## src/rtl/simon_pkg.sv

```systemverilog
// Shared encodings between the Simon control FSM and the Simon datapath.
// The controller drives st with these mode values and mux_control with the LED sources.
package simon_pkg;

   typedef enum logic [1:0] {
      ST_INPUT    = 2'd0,
      ST_PLAYBACK = 2'd1,
      ST_REPEAT   = 2'd2,
      ST_DONE     = 2'd3
   } simon_st_e;

   localparam logic LED_FROM_PATTERN = 1'b0;
   localparam logic LED_FROM_MEM     = 1'b1;

endpackage

```

## src/rtl/simon_pattern_mem.sv

```systemverilog
// Pattern storage for the Simon game: DEPTH x WIDTH entries with one synchronous
// write port and one asynchronous read port. Contents are deliberately not reset.
module simon_pattern_mem #(
   parameter int WIDTH = 4,
   parameter int DEPTH = 64
) (
   input  logic                     clk,
   input  logic                     we,
   input  logic [$clog2(DEPTH)-1:0] waddr,
   input  logic [WIDTH-1:0]         wdata,
   input  logic [$clog2(DEPTH)-1:0] raddr,
   output logic [WIDTH-1:0]         rdata
);

   logic [WIDTH-1:0] mem [DEPTH];

   always_ff @(posedge clk) begin
      if (we) begin
         mem[waddr] <= wdata;
      end
   end

   assign rdata = mem[raddr];

endmodule

```

## src/rtl/simon_datapath.sv

```systemverilog
// Simon game datapath: stores the pattern sequence, steps the read pointer through
// playback/repeat/done modes and returns the status flags the controller branches on.
module simon_datapath
   import simon_pkg::*;
#(
   parameter int WIDTH = 4,
   parameter int DEPTH = 64
) (
   input  logic             clk,
   input  logic             rst_n,
   input  logic             level,
   input  logic [WIDTH-1:0] pattern,
   input  logic             mux_control,
   input  logic [1:0]       st,
   input  logic             clear,
   input  logic             increase,
   input  logic             w_en,
   input  logic             done,
   output logic             InputValid,
   output logic             RWeq,
   output logic             InputEqPat,
   output logic [WIDTH-1:0] pad_leds
);

   localparam int AW = $clog2(DEPTH);
   localparam logic [AW:0] CNT_FULL = (AW+1)'(DEPTH);

   logic [AW:0]      cnt;
   logic [AW-1:0]    rptr;
   logic             lvl_q;
   logic [WIDTH-1:0] mem_rdata;
   logic             mem_we;
   logic             pattern_legal;
   simon_st_e        st_e;

   // done only marks game over for the controller; nothing here depends on it.
   logic unused_done;
   assign unused_done = done;

   assign st_e = simon_st_e'(st);

   simon_pattern_mem #(
      .WIDTH (WIDTH),
      .DEPTH (DEPTH)
   ) u_mem (
      .clk   (clk),
      .we    (mem_we),
      .waddr (cnt[AW-1:0]),
      .wdata (pattern),
      .raddr (rptr),
      .rdata (mem_rdata)
   );

   // At level 1 only one-hot switch settings are legal, so all-zero is rejected.
   assign pattern_legal = lvl_q ? $onehot(pattern) : 1'b1;
   assign InputValid    = (cnt < CNT_FULL) && pattern_legal;
   assign RWeq          = (rptr == cnt[AW-1:0]);
   assign InputEqPat    = (pattern == mem_rdata);
   assign pad_leds      = (mux_control == LED_FROM_MEM) ? mem_rdata : pattern;

   assign mem_we = (st_e == ST_INPUT) && w_en && InputValid && !clear;

   always_ff @(posedge clk or negedge rst_n) begin
      if (!rst_n) begin
         cnt   <= '0;
         rptr  <= '0;
         lvl_q <= 1'b0;
      end else if (clear) begin
         cnt   <= '0;
         rptr  <= '0;
         lvl_q <= level;
      end else begin
         case (st_e)
            ST_INPUT: begin
               rptr <= '0;
            end
            ST_PLAYBACK, ST_DONE: begin
               rptr <= RWeq ? '0 : rptr + 1'b1;
            end
            ST_REPEAT: begin
               // A full memory is the win condition; cnt saturates there.
               if (increase) begin
                  rptr <= '0;
                  if (cnt != CNT_FULL) begin
                     cnt <= cnt + 1'b1;
                  end
               end else if (InputEqPat) begin
                  rptr <= rptr + 1'b1;
               end
            end
            default: begin
               rptr <= rptr;
            end
         endcase
      end
   end

endmodule

```

## config.mk

```make
export PLATFORM = sky130hd
export DESIGN_NAME = simon_datapath
export DESIGN_NICKNAME = d
export VERILOG_FILES = /design/src/rtl/simon_pkg.sv /design/src/rtl/simon_pattern_mem.sv /design/src/rtl/simon_datapath.sv
export SDC_FILE = /design/constraint.sdc
export NUM_CORES = 1
export LEC_CHECK = 0
export CAP_MARGIN = 30
export CORE_MARGIN = 2
export CORE_UTILIZATION = 45
export DETAILED_ROUTE_END_ITERATION = 8
export GPL_TIMING_DRIVEN = 0
export PLACE_DENSITY = 0.7
export SKIP_LAST_GASP = 1
export SLEW_MARGIN = 20
export SYNTH_ARGS = -nofsm -noshare
export SYNTH_HDL_FRONTEND = slang
export SYNTH_SLANG_ARGS = --single-unit
export TNS_END_PERCENT = 1
```

## constraint.sdc

```tcl
create_clock -name clk -period 3.8 [get_ports clk]
set_input_delay 0.76 -clock clk [delete_from_list [all_inputs] [get_ports clk]]
set_output_delay 0.76 -clock clk [all_outputs]
set_load 0.03 [all_outputs]
```

== Word level (Yosys, flattened, before mapping) ==
Memory sizes are Yosys's and may differ from the RTL's.
Index checks and enable logic that the tools add are counted.
W data, S select, Z words.

* Flip-flop bits (word level): 14
* Memories: 1
* Word-level logic and storage cells: 42
* Output and inout bits: 7
* Memory bits (writable): 256

* Multiplexer cells: 13
* Add/subtract/negate cells: 5
* $lt $le $gt $ge: 1
* Equality and inequality tests: 8
* Reductions and logical operators: 11

{| class="wikitable"
|+ Memories
! name !! words !! bits a word !! read ports !! clocked after memory_dff !! write ports !! line !! source
|-
| u_mem.mem || 64 || 4 || 1 || 0 || 1 || simon_pattern_mem.sv:15 || <nowiki>logic [WIDTH-1:0] mem [DEPTH];</nowiki>
|}

{| class="wikitable"
|+ Operators by type and width
! operator !! number
|-
| $mux W7 || 4
|-
| $mux W6 || 4
|-
| $pmux W6 S3 || 1
|-
| $add A7 B1 Y7 const B || 1
|-
| $lt A7 B7 Y1 const B || 1
|-
| $ne A7 B7 Y1 const B || 1
|-
| $add A6 B1 Y6 const B || 1
|-
| $eq A6 B6 Y1 || 1
|-
| $reduce_bool A2 Y1 || 3
|-
| $add A1 B1 Y2 || 2
|-
| $eq A2 B2 Y1 const B || 2
|-
| $eq A4 B4 Y1 || 1
|-
| $logic_and A1 B1 Y1 || 4
|-
| $mux W4 || 1
|-
| $ne A4 B4 Y1 const B || 1
|-
| $add A2 B2 Y3 || 1
|-
| $eq A3 B1 Y1 const B || 1
|-
| $mux W1 || 3
|-
| $reduce_and A3 Y1 || 1
|-
| $eq A2 B1 Y1 const B || 1
|-
| $logic_not A2 Y1 || 1
|-
| $reduce_or A2 Y1 || 1
|-
| $logic_not A1 Y1 || 1
|}

== Logic depth before layout (Yosys ltp) ==
* Word-level depth: 9
* Depth in mapped cells: 13
* Depth with buffers taken out: 12

== Modules after synthesis ==
Synthesis repeated with hierarchy kept, for this count alone.

* Cells, all modules: 630
* Area total of the unflattened synthesis: 11339.6 µm²

{| class="wikitable"
|+ Modules (own cells, without submodules)
! module !! instances !! area an instance (µm²) !! cells an instance !! sequential area each (µm²)
|-
| simon_pattern_mem || 1 || 10327.4 || 517 || 7687.4
|-
| simon_datapath || 1 || 1012.2 || 113 || 350.3
|}

== Least setup slack after synthesis ==
Ideal clock, no wire load.

* Path type: input port to flip-flop
* From: input port pattern[0]
* To: memory u_mem.mem[24][0], enable pin
* Required time: 3.423 ns
* Cell stages on the path: 12
* Arrival time: 3.655 ns
* Buffers on the path: 0
* Slack: -0.232 ns
* Cell sequence: inv_1 fa_1 inv_1 ha_1 ha_1 nor2_1 nand2_1 a21oi_1 nand2_1 nor2_1 nand3_1 nor4_1

* Cells in the longest elaborated chain, start to end: 9

{| class="wikitable"
|+ Ends and longest elaborated chain
! element !! line !! source
|-
| from (decl) || simon_datapath.sv:12 || <nowiki>input logic [WIDTH-1:0] pattern,</nowiki>
|-
| $add A1 B1 Y2 (not written as such) || simon_datapath.sv:55 || <nowiki>assign pattern_legal = lvl_q ? $onehot(pattern) : 1'b1;</nowiki>
|-
| $add A2 B2 Y3 (not written as such) || simon_datapath.sv:55 ||
|-
| $eq A3 B1 Y1 || simon_datapath.sv:55 ||
|-
| $mux W1 || simon_datapath.sv:55 ||
|-
| $logic_and A1 B1 Y1 || simon_datapath.sv:56 || <nowiki>assign InputValid = (cnt < CNT_FULL) && pattern_legal;</nowiki>
|-
| net InputValid || simon_datapath.sv:19 || <nowiki>output logic InputValid,</nowiki>
|-
| $logic_and A1 B1 Y1 (2 in a row) || simon_datapath.sv:61 || <nowiki>assign mem_we = (st_e == ST_INPUT) && w_en && InputValid && !clear;</nowiki>
|-
| $mux W1 || simon_pattern_mem.sv:18 || <nowiki>if (we) begin</nowiki>
|-
| $mux W1 (not written as such) || simon_pattern_mem.sv:19 || <nowiki>mem[waddr] <= wdata;</nowiki>
|-
| to (decl) || simon_pattern_mem.sv:15 ||
|}

The timed path passes the listed nets, and every way through them passes these cells.

== Final worst setup path ==
* From: register rptr[1]
* To: output port InputEqPat

* Cells in the longest elaborated chain, start to end: 2

{| class="wikitable"
|+ Ends and longest elaborated chain
! element !! line !! source
|-
| from (decl) || simon_datapath.sv:29 || <nowiki>logic [AW-1:0] rptr;</nowiki>
|-
| from (signal assigned) || simon_datapath.sv:78 || <nowiki>rptr <= RWeq ? '0 : rptr + 1'b1;</nowiki>
|-
| from (signal assigned) || simon_datapath.sv:88 || <nowiki>rptr <= rptr + 1'b1;</nowiki>
|-
| from (signal assigned) || simon_datapath.sv:92 || <nowiki>rptr <= rptr;</nowiki>
|-
| $mem_v2 Z64 W4 || -- ||
|-
| $eq A4 B4 Y1 || simon_datapath.sv:58 || <nowiki>assign InputEqPat = (pattern == mem_rdata);</nowiki>
|-
| to (decl) || simon_datapath.sv:21 || <nowiki>output logic InputEqPat,</nowiki>
|}

Every way passes these cells.

==> summary.md <==
The run finished, with violations left. The final reports fail on negative setup slack. Setup repair after global routing could not meet its margin everywhere. Summed over all nets, the switching power comes to 1330 uW. The initial antenna violation count is 0, and the internal power consumption is 4960 uW. Clock tree synthesis inserted a total of 27 buffers. The tools report the total negative slack as -1140 ps.

The floorplan step set the die width to 163 um. After clock tree synthesis, the clock-pin slew on the worst setup and hold paths is 60 ps. The worst setup path is captured at a primary output. The tree is rooted in a sky130_fd_sc_hd__clkbuf_16. The count of routing violations after the opening detailed-route iteration is 773, and the antenna diode count is 0. For this run, design rule violations remaining after detail routing come to 0. The final cycle utilization of the critical path is 104%.

The total length of routed met2 wires came out at 13,500 um. Net switching is 21.1% of the power. Max-cap violations in this run came to 0. The critical path goes through buf_4, buf_8, buf_6, mux2i_1, o22ai_1, nor2_1, a221o_1, o221a_4, o32ai_4, nor3_2, buf_4. Before antenna repair, the detailed router went through 5 iterations.

Yosys printed 0 warnings. The worst setup path is launched from a flip-flop. The routed wirelength normalized by instance count is 26.2 um. The analysis attributes to cell leakage a power of 0.00424 uW.

The buffering stage count on the worst path with inverters included came out at 4. Counting flops with an async set or reset pin after synthesis yields a share of 5.19%. STA puts the critical path data required time at 3040 ps. The finished cells cover 13,500 um^2. The run gives 562 ps as the worst hold slack. For the finished layout, the period the worst path requires is 3950 ps.

The worst-margin pin slew was 804 ps. The via count of the first global-routing pass was 6,554; the post-synthesis sequential area ratio was 71.0%. The final number of max-transition violations came out at 0. The tools report the area enclosed by the die boundary as 26,400 um^2.

After detailed routing, the met3 layer carries 2910 um of wire. Once the floorplan was initialized, standard cells occupied 45.3% of the core. The classification of the worst setup path is flip-flop to primary output. The first global-routing pass estimated 41,800 um of wire. Combinational fraction of design power: 6.7%.

In this design, the stage delay of the slowest critical-path cell is 360 ps. Cells with a size suffix above 1 make up 28.3% of the layout. Summed over all layers, the global routing overflow is 0.

The number of enable-type register cells in the synthesized netlist is 256, and the layout-stage area growth over the synthesis result is 19.6%. The number of hold buffers added after CTS was 0. The highest clock rate was 0.253 GHz. The number of fillers in the final layout is 1,912, and the final setup violation count is 25. In the synthesized netlist the dominant register cell turns out to be sky130_fd_sc_hd__edfxtp_1. After synthesis the netlist holds a flip-flop and latch count of 270. Detailed routing inserted a total of 6,503 vias. The floorplan core area was 25,000 um^2.

The pin count of the biggest net entering global routing came out at 49. Cells fill 54.2% of the core in the end. Ranked by total cell area, the synthesized netlist is headed by sky130_fd_sc_hd__edfxtp_1, sky130_fd_sc_hd__mux4_2, sky130_fd_sc_hd__dfrtp_1.

After detailed routing, the wire length on met1 is 11,200 um. Among the stages of the critical path, the cell type that occurs most often is sky130_fd_sc_hd__buf_4. For the cell area after synthesis, the log shows 11,300 um^2.

On the critical path, the stage with the largest delay is an instance of sky130_fd_sc_hd__dfrtp_1. Summing all placed instances gives a cell area of 12,000 um^2. During I/O placement, the number of pins put on the boundary was 21.

Of all cell types, the one taking the most synthesized area is sky130_fd_sc_hd__edfxtp_1. The number of unique standard cell types used by synthesis came out at 58. The routed design has 28,400 um of wire. In this run the vertical extent of the chip is 163 um. Of all nets on the critical path, the largest fanout is 10. Across the VDD grid, the largest voltage drop is 0.313 mV. Deepest level of the CTS H-tree: 1. Summing internal, switching and leakage power gives 6290 uW.

In this run the worst hold path is classified as flip-flop to flip-flop. The logs give 46.0% for the max-slew headroom at the worst pin and 690 for the net count of the mapped netlist. At the later pin of the worst-skew pair, clock insertion delay measures 530 ps.

For this run, the total global-route usage over all layers was measured as 21.8%. The number of failing hold endpoints at the final stage was 0. The areal power density over the cells is 464 nW/um^2. Routed signal wires occupy layers up through met4. The HPWL after detailed placement is 18,500 um. The floorplan has 58 rows.

The tools report the post-route antenna net violation count as 0. For the worst setup path, the data arrival time is 3190 ps. After synthesis, the largest area contributor takes up 67.9% of total cell area. TritonCTS built the clock tree.

Registers are responsible for 51.8% of the overall power. Dividing the synthesized area by the synthesized cell count gives 16.9 um^2. Count of input and output buffers: 19. The via density per instance was 5.99; the deepest clock path buffer count was 3. Counting every instance in the synthesized netlist gives 670.

The run gives -150 ps as the smallest setup slack after layout. The share of total power dissipated in the clock network is 41.5%. For the net total in the final layout, the log shows 757.

The cell family contributing the most delay on the critical path was buffers and inverters. CTS saw 270 sinks. Across the routed clock network, the largest skew measured is 14.1 ps. Final weighted congestion in routability-driven placement: 0.905.
==> layer usage <==
layer  vias to the layer above  global-route usage (%)
met1                      3320                    29.1
met3                        52                    6.24
li1                       2787                       -
met2                       344                    34.5
met5                         -                       0
met4                         0                    8.05
==> what timing repair did <==
| action | CTS | global route |
|---|---|---|
| gates cloned | 2 | 1 |
| hold endpoints to repair | 0 | 0 |
| pin swaps | 16 | 4 |
| buffers inserted | 13 | 1 |
| resized for setup | 112 | 26 |
| setup endpoints to repair | 253 | 227 |
==> cells by family after synthesis <==
group | Yosys count | synth area share [%]
compound gates | 76 | 4.87
flops | 270 | 71.0
simple gates | 172 | 7.05
buf+inv | 50 | 2.21
xor+xnor | 12 | 0.928
fa+ha+maj | 6 | 0.729
mux | 84 | 13.2
==> path summary, 6_finish.rpt <==
path | startpoint | to | slack [ps] | depth (start not counted)
worst max-delay path | rptr[1] | InputEqPat | -150 | 11
worst min-delay path | lvl_q | lvl_q | 560 | 1
worst max register to register | rptr[1] | rptr[4] | 470 | 13
worst min register to register | lvl_q | lvl_q | 560 | 1
max in group asynchronous | rst_n | rptr[2] | 2710 | 1
min in group asynchronous | rst_n | cnt[0] | 650 | 1
==> area by class of cell <==
type / count / area [um^2] / area share, %
plain buffers: 34 / 342 / 2.52
clock buffers: 29 / 683 / 5.05
clock inverters: 19 / 190 / 1.40
inverters: 13 / 48.8 / 0.360
multi-input cells: 350 / 3350 / 24.7
flip-flops and latches: 270 / 8040 / 59.4
well taps: 330 / 413 / 3.05
repair buffers: 41 / 474 / 3.50
==> synthesized netlist by cell type, types with 3 or more instances <==
master	n
sky130_fd_sc_hd__buf_2	10
sky130_fd_sc_hd__and2_1	4
sky130_fd_sc_hd__buf_4	5
sky130_fd_sc_hd__mux2_2	3
sky130_fd_sc_hd__a211oi_1	4
sky130_fd_sc_hd__nor2b_1	4
sky130_fd_sc_hd__nand3_1	12
sky130_fd_sc_hd__nor3_1	12
sky130_fd_sc_hd__or2_2	8
sky130_fd_sc_hd__ha_1	5
sky130_fd_sc_hd__or3_1	6
sky130_fd_sc_hd__a22o_1	10
sky130_fd_sc_hd__a21oi_1	9
sky130_fd_sc_hd__clkbuf_1	19
sky130_fd_sc_hd__a22oi_1	4
sky130_fd_sc_hd__o21ai_0	7
sky130_fd_sc_hd__o22ai_1	10
sky130_fd_sc_hd__nand3b_1	3
sky130_fd_sc_hd__edfxtp_1	256
sky130_fd_sc_hd__nand2_1	28
sky130_fd_sc_hd__a31oi_1	4
sky130_fd_sc_hd__nand2b_1	6
sky130_fd_sc_hd__mux4_2	52
sky130_fd_sc_hd__inv_1	12
sky130_fd_sc_hd__dfrtp_1	14
sky130_fd_sc_hd__nand4_1	3
sky130_fd_sc_hd__mux2i_1	29
sky130_fd_sc_hd__xor2_1	6
sky130_fd_sc_hd__o21ai_1	7
sky130_fd_sc_hd__nor2_1	77
sky130_fd_sc_hd__xnor2_1	6
==> sequential cells by signal, indices dropped and copies added (netlist names) <==
register,flops
cnt,7
lvl_q,1
rptr,6
u_mem.mem,256
==> power by group through the flow <==
stage	clock network [uW]	registers, uW	logic (uW)
6_report	2610	3260	421
5_1_grt	2760	3260	446
4_1_cts	2620	3260	407
3_5_place_dp	0	3320	338
3_3_place_gp	0	3330	325
2_1_floorplan	0	3320	189
==> stage by stage <==
| step | setup WS (ps) | cells |
|---|---|---|
| after floorplan | 31.9 | 670 |
| after global routing | -235 | 1086 |
| after detailed placement | -1190 | 1024 |
| after CTS | -118 | 1086 |
| final | -150 | 1086 |
| after global placement | -2920 | 1019 |
==> placed cells by master, fill, tap and decap left out, types with 6 or more instances in the layout <==
cell type,n
sky130_fd_sc_hd__edfxtp_1,256
sky130_fd_sc_hd__nor2_1,62
sky130_fd_sc_hd__mux4_2,52
sky130_fd_sc_hd__mux2i_1,29
sky130_fd_sc_hd__clkbuf_16,28
sky130_fd_sc_hd__nand2_1,25
sky130_fd_sc_hd__buf_4,19
sky130_fd_sc_hd__clkbuf_1,14
sky130_fd_sc_hd__dfrtp_1,14
sky130_fd_sc_hd__inv_1,12
sky130_fd_sc_hd__nand3_1,12
sky130_fd_sc_hd__nor2_2,12
sky130_fd_sc_hd__a22o_1,10
sky130_fd_sc_hd__buf_12,9
sky130_fd_sc_hd__clkdlybuf4s50_1,9
sky130_fd_sc_hd__nor3_1,8
sky130_fd_sc_hd__o21ai_1,8
sky130_fd_sc_hd__or2_2,8
sky130_fd_sc_hd__a21oi_1,6
sky130_fd_sc_hd__or3_1,6
No activity file was read; power rests on OpenSTA's default activity.
